<file path="src/rtl/alu_arbiter.sv">
// Round-robin arbiter that shares one multi-cycle ALU between two requesters.
// Latches the grantee's op/operands onto the ALU, waits the op latency, then returns the result with a one-cycle ack.
module alu_arbiter #(
  parameter int WORD     = 32,
  parameter int SEL_W    = 5,
  parameter int BASE_LAT = 2,
  parameter int MUL_LAT  = 4,
  parameter int DIV_LAT  = 34
) (
  input  logic             clk,
  input  logic             clr_n,
  input  logic             req0,
  input  logic [SEL_W-1:0] op0,
  input  logic [WORD-1:0]  a0,
  input  logic [WORD-1:0]  b0,
  output logic             ack0,
  input  logic             req1,
  input  logic [SEL_W-1:0] op1,
  input  logic [WORD-1:0]  a1,
  input  logic [WORD-1:0]  b1,
  output logic             ack1,
  output logic [WORD-1:0]  alu_a,
  output logic [WORD-1:0]  alu_b,
  output logic [SEL_W-1:0] alu_sel,
  input  logic [WORD-1:0]  alu_low,
  input  logic [WORD-1:0]  alu_high,
  output logic [WORD-1:0]  res_low,
  output logic [WORD-1:0]  res_high,
  output logic             busy,
  output logic             err
);

  localparam int CNT_W = $clog2(DIV_LAT + 1);
  localparam logic [SEL_W-1:0] OP_DIV = SEL_W'(2);
  localparam logic [SEL_W-1:0] OP_MUL = SEL_W'(6);
  localparam logic [SEL_W-1:0] OP_MAX = SEL_W'(12);

  typedef enum logic [1:0] {IDLE, EXEC, DONE} state_t;

  // Counter load value: the capture edge lands exactly LAT edges after the grant edge.
  function automatic logic [CNT_W-1:0] lat_m1(input logic [SEL_W-1:0] op);
    if (op == OP_DIV)      return CNT_W'(DIV_LAT - 1);
    else if (op == OP_MUL) return CNT_W'(MUL_LAT - 1);
    else                   return CNT_W'(BASE_LAT - 1);
  endfunction

  state_t           r_state, w_state;
  logic [CNT_W-1:0] r_cnt, w_cnt;
  logic             r_rr, w_rr;
  logic             r_gnt, w_gnt;
  logic [WORD-1:0]  r_alu_a, w_alu_a, r_alu_b, w_alu_b;
  logic [SEL_W-1:0] r_alu_sel, w_alu_sel;
  logic [WORD-1:0]  r_res_low, w_res_low, r_res_high, w_res_high;
  logic             r_ack0, w_ack0, r_ack1, w_ack1;
  logic             r_busy, w_busy, r_err, w_err;

  logic             w_pick;
  logic [SEL_W-1:0] w_op;
  logic [WORD-1:0]  w_a, w_b;

  // r_rr=1 prefers requester 1; otherwise requester 0 wins whenever it asks.
  assign w_pick = r_rr ? req1 : ~req0;
  assign w_op   = w_pick ? op1 : op0;
  assign w_a    = w_pick ? a1  : a0;
  assign w_b    = w_pick ? b1  : b0;

  always_comb begin
    w_state    = r_state;
    w_cnt      = r_cnt;
    w_rr       = r_rr;
    w_gnt      = r_gnt;
    w_alu_a    = r_alu_a;
    w_alu_b    = r_alu_b;
    w_alu_sel  = r_alu_sel;
    w_res_low  = r_res_low;
    w_res_high = r_res_high;
    w_ack0     = 1'b0;
    w_ack1     = 1'b0;
    w_busy     = r_busy;
    w_err      = 1'b0;
    case (r_state)
      IDLE: begin
        if (req0 || req1) begin
          w_gnt     = w_pick;
          w_alu_sel = w_op;
          w_alu_a   = w_a;
          w_alu_b   = w_b;
          w_busy    = 1'b1;
          if (w_op > OP_MAX) begin
            w_res_low  = '0;
            w_res_high = '0;
            w_err      = 1'b1;
            w_ack0     = ~w_pick;
            w_ack1     = w_pick;
            w_state    = DONE;
          end else begin
            w_cnt   = lat_m1(w_op);
            w_state = EXEC;
          end
        end
      end
      EXEC: begin
        if (r_cnt == '0) begin
          w_res_low  = alu_low;
          w_res_high = alu_high;
          w_ack0     = ~r_gnt;
          w_ack1     = r_gnt;
          w_state    = DONE;
        end else begin
          w_cnt = r_cnt - CNT_W'(1);
        end
      end
      DONE: begin
        w_busy  = 1'b0;
        w_rr    = ~r_gnt;
        w_state = IDLE;
      end
      default: w_state = IDLE;
    endcase
  end

  always_ff @(posedge clk or negedge clr_n) begin
    if (!clr_n) begin
      r_state    <= IDLE;
      r_cnt      <= '0;
      r_rr       <= 1'b0;
      r_gnt      <= 1'b0;
      r_alu_a    <= '0;
      r_alu_b    <= '0;
      r_alu_sel  <= '0;
      r_res_low  <= '0;
      r_res_high <= '0;
      r_ack0     <= 1'b0;
      r_ack1     <= 1'b0;
      r_busy     <= 1'b0;
      r_err      <= 1'b0;
    end else begin
      r_state    <= w_state;
      r_cnt      <= w_cnt;
      r_rr       <= w_rr;
      r_gnt      <= w_gnt;
      r_alu_a    <= w_alu_a;
      r_alu_b    <= w_alu_b;
      r_alu_sel  <= w_alu_sel;
      r_res_low  <= w_res_low;
      r_res_high <= w_res_high;
      r_ack0     <= w_ack0;
      r_ack1     <= w_ack1;
      r_busy     <= w_busy;
      r_err      <= w_err;
    end
  end

  assign alu_a    = r_alu_a;
  assign alu_b    = r_alu_b;
  assign alu_sel  = r_alu_sel;
  assign res_low  = r_res_low;
  assign res_high = r_res_high;
  assign ack0     = r_ack0;
  assign ack1     = r_ack1;
  assign busy     = r_busy;
  assign err      = r_err;

endmodule

</file>
<file path="config.mk">
export PLATFORM = sky130hd
export DESIGN_NAME = alu_arbiter
export DESIGN_NICKNAME = d
export VERILOG_FILES = /design/src/rtl/alu_arbiter.sv
export SDC_FILE = /design/constraint.sdc
export NUM_CORES = 1
export LEC_CHECK = 0
export BUFFER_PORTS_ARGS = -buffer_cell sky130_fd_sc_hd__buf_4
export CORE_AREA = 4 4 130 132
export DETAILED_ROUTE_END_ITERATION = 12
export DIE_AREA = 0 0 134 136
export GPL_TIMING_DRIVEN = 0
export PLACE_DENSITY = 0.72
export SLEW_MARGIN = 25
export SYNTH_ARGS = -nofsm -noshare
export SYNTH_HDL_FRONTEND = slang
export SYNTH_SLANG_ARGS = --single-unit
</file>
<file path="constraint.sdc">
create_clock -name clk -period 3.4 [get_ports clk]
set_input_delay 0.34 -clock clk [delete_from_list [all_inputs] [get_ports clk]]
set_output_delay 0.34 -clock clk [all_outputs]
set_load 0.01 [all_outputs]
</file>
==> impl_results.md <==
- Outcome: finished, final reports clean
- Biggest area contributors in the synthesized netlist: sky130_fd_sc_hd__dfrtp_1 (60%), sky130_fd_sc_hd__mux2i_1 (11%), sky130_fd_sc_hd__a22o_1 (9.4%), sky130_fd_sc_hd__o21ai_0 (5.9%), sky130_fd_sc_hd__nand2_1 (4.6%)
- Post-DRT Antenna Nets: 0
- Register area: 3680 um2
- Cell count after synthesis: 527
- Met3 Track Usage GR: 0.0851
- Final std cells w/o fill: 1118
- First-pass GRT wire length: 31.4 mm
- Avg Synthesized Cell Area: 11.7 um2
- Synthesized-area fraction occupied by ao, oa, aoi and oai cells: 0.176
- Maximum number of pins on one net before global-route repair: 77
- Final setup violating endpoints: 0
- Total power density per cell area: 887 nW/um2
- Slowest Stage Delay on Critical Path: 0.54 ns
- Yosys warning count: 0
- Busiest grt layer: met2
- Routed wire per std cell: about 18 um
- DR DRC count: 0
- Initial detailed-routing violation count: 203
- Biggest area consumer among synthesized cells: sky130_fd_sc_hd__dfrtp_1
- Share of synthesized registers carrying an async set or reset: 1.00
- Routability-driven placement congestion ratio: 0.818
- Number of enable flip-flop cells after synthesis: 0
- Clock latency on the worst-skew pair: 0.41 ns
- Nets: 1097
- Relative max-transition margin: 0.461
- H-Tree Level Count: 4
- Clk_skew: just under 0.008 ns
- Critical path start-end classification: flip-flop to flip-flop
- Post-synthesis simple-gate area fraction: 0.0748
- Number of pins with negative max-slew slack in the final report: 0
- Clock sink count: ~150
- Setup repair after global routing missed its margin: no
- CTS Buf Count: 17
- Most repeated cell in the gate-level netlist after synthesis: sky130_fd_sc_hd__dfrtp_1
- Worst Setup Slack post-DPL: 0.852 ns
- Reported leakage power: 5.09 nW
- Final routed wirelength across all metal layers: 20.3 mm
- Final-report hold violation count: 0
- Cell chain of the critical path: nor2_1 -> o21ai_1 -> clkbuf_1 -> clkbuf_1 -> nand2_1 -> o21ai_0
- Die Outline Area: 18200 um2
- Die extent in y: about 140 um
- Finished Core Util: 0.612
- Slew @ Worst Pin: approximately 0.8 ns
- Aggregate global-route resource usage: 0.223
- Number of setup buffers added after CTS: 0
- Max IR drop VDD: 0.373 mV
- Port buffer count: 342
- TritonCTS clock tree: done
- Class of the most critical hold timing path: input port to flip-flop
- Vias in the first global route: about 5700
- Critical path arrival: between 2 and 3 ns
- Capturing element type of the critical path: flip-flop
- Number of optimization iterations in the first detailed-route pass: 4
- Area of the placeable core: ~16000 um2
- Share of the clock period used by the worst path: 0.671
- Buffer depth of the longest clock path: 2
- Worst-case setup margin in the final layout: 1.12 ns
- Number of unique standard cell types used by synthesis: 32
- Net count of the mapped netlist: 734
- Overflow left after global routing: 0
- Antenna violations before repair: 0
- Diodes inserted: 0
- Flip-flop and latch count after synthesis: 147
- Top cell types by occurrence after synthesis: sky130_fd_sc_hd__dfrtp_1 (147), sky130_fd_sc_hd__nand2_1 (76), sky130_fd_sc_hd__o21ai_0 (73)
- Top-level port count: ~340
- Library cell contributing the largest single delay on the critical path: sky130_fd_sc_hd__clkbuf_1
- Aggregate negative setup slack: 0 ns
- Cell occurring most often along the worst timing path: sky130_fd_sc_hd__clkbuf_1
- Multi-input gate area: approximately 2300 um2
- Share of the yosys chip area belonging to registers: 0.596
- CTS Root Buffer Type: sky130_fd_sc_hd__clkbuf_16
- Mux contribution to synthesized area: 0.116
- Post-synth top area share: 0.596
- Critical path startpoint category: flip-flop
- Die boundary width: approximately 130 um
- Layout overhead on the synthesized area: 55.9%
- Total half-perimeter wirelength after legalization and detailed placement: 15.8 mm
- Met2 capacity usage during global routing: 0.378
- Synthesized-area fraction occupied by adder cells: 0.00203
- Count of filler cells inserted in the layout: approximately 1400
- Vias: roughly 5500
- Top achievable clock speed: 438 MHz
- Critical-path maximum fanout: 10
- Ratio of cells with drive above 1 in the final layout: 0.441
- Number of placement rows: 46
- Number of vias per cell after detailed routing: 4.91
- Starting density of the core: 0.393
- Setup slack on the worst flop-to-flop path: 1.12 ns
- Number of cells after detailed placement: 1086
- Total of max-cap violations: 0
- Synth Area in XOR/XNOR: 0
- Clock transition time at the flip-flop clock pins of the worst setup and hold paths: 0.06 ns
- Required time of the critical path: 3.73 ns
- GRT met1 Usage: 0.262
- Flip-flop cell with the highest count after synthesis: sky130_fd_sc_hd__dfrtp_1
- Combinational family with the most area after synthesis: compound AO/OA/AOI/OAI gates
- Final Critical Period: 2.28 ns
- Post-synth design cell area: around 6200 um2
## stage by stage
step / cell area (um2) / total power (W) / hold WS (ns)
floorplan: 6170 / 0.00485 / 0.0444
global placement: 9010 / 0.00676 / 0.463
detailed placement: 9040 / 0.00682 / 0.349
CTS: 9620 / 0.00865 / 0.124
global route: 9620 / 0.00912 / 0.127
finish: 9620 / 0.00853 / 0.149
## cells by family after synthesis
family / Yosys count
buffers and inverters: 42
AOI/OAI and AO/OA: 159
and+or+nand+nor: 107
muxes: 71
DFF: 147
adders and majority gates: 1
## placed cells by master (no fill, tap or decap), types with 2 or more instances in the layout
cell and instances:
sky130_fd_sc_hd__dfrtp_1 147, sky130_fd_sc_hd__nand2b_1 4, sky130_fd_sc_hd__a211oi_1 2, sky130_fd_sc_hd__a21oi_1 3
sky130_fd_sc_hd__o21ai_0 73, sky130_fd_sc_hd__nand2_1 76, sky130_fd_sc_hd__a21o_1 2, sky130_fd_sc_hd__clkbuf_1 20
sky130_fd_sc_hd__clkbuf_16 17, sky130_fd_sc_hd__o21ai_1 2, sky130_fd_sc_hd__inv_1 5, sky130_fd_sc_hd__bufinv_16 2
sky130_fd_sc_hd__buf_4 341, sky130_fd_sc_hd__clkinv_4 2, sky130_fd_sc_hd__nor3_1 2, sky130_fd_sc_hd__nor2_1 10
sky130_fd_sc_hd__nor4b_1 3, sky130_fd_sc_hd__a31oi_1 3, sky130_fd_sc_hd__nand3_1 4, sky130_fd_sc_hd__clkinv_2 6
sky130_fd_sc_hd__buf_2 11, sky130_fd_sc_hd__a22o_1 66, sky130_fd_sc_hd__clkinvlp_4 3, sky130_fd_sc_hd__mux2i_1 70
sky130_fd_sc_hd__a221oi_1 2, sky130_fd_sc_hd__buf_6 6, sky130_fd_sc_hd__or2_2 4, sky130_fd_sc_hd__o211ai_1 2
## worst paths after layout
check / start / end / cells past startpoint
worst min-delay path: alu_low[25] / res_low[25] / 2
max in group asynchronous: clr_n / alu_a[5] / 3
worst max-delay path: r_state[1] / alu_a[11] / 6
worst min register to register: alu_a[7] / alu_a[7] / 2
worst max register to register: r_state[1] / alu_a[11] / 6
min in group asynchronous: clr_n / res_low[11] / 2
## critical path, delay by kind of cell, from the launching register on
family / cells / cell delay [ns]
and+or+nand+nor: 2 / 0.21
AOI/OAI and AO/OA: 2 / 0.52
buffers and inverters: 2 / 1.07
DFF: 1 / 0.41
## flip-flops by register name (all words and copies together) (netlist names)
register,flops
ack0,1
alu_sel,5
ack1,1
res_high,32
res_low,32
err,1
alu_b,32
r_cnt,6
r_rr,1
busy,1
r_state,2
r_gnt,1
alu_a,32
## repair_timing
action / 4_1_cts / 5_1_grt
hold buffers: 1 / 0
hold endpoints to repair: 71 / 0
gates resized for setup: 0 / 0
## final cells by class
type	count	share of cell area
Clock inverter	14	0.0144
Sequential cell	147	0.382
Timing Repair Buffer	344	0.272
Buffer	37	0.0206
Tap cell	216	0.0281
Clock buffer	17	0.0442
Inverter	5	0.00195
Multi-Input combinational cell	338	0.237
## metal layers
layer | wire [um] | vias to the layer above
li1 | - | 2622
met1 | 7940 | 2627
met2 | 10200 | 228
met3 | 1870 | 14
met4 | 269 | 0
met5 | 0 | -
## report_power, final
part / total (W) / switching (W) / internal [W]
Clock: 0.00179 / 0.000717 / 0.00107
Combinational: 0.00380 / 0.00197 / 0.00183
Sequential: 0.00294 / 0.000435 / 0.00250
Power figures use the tool's default switching activity.
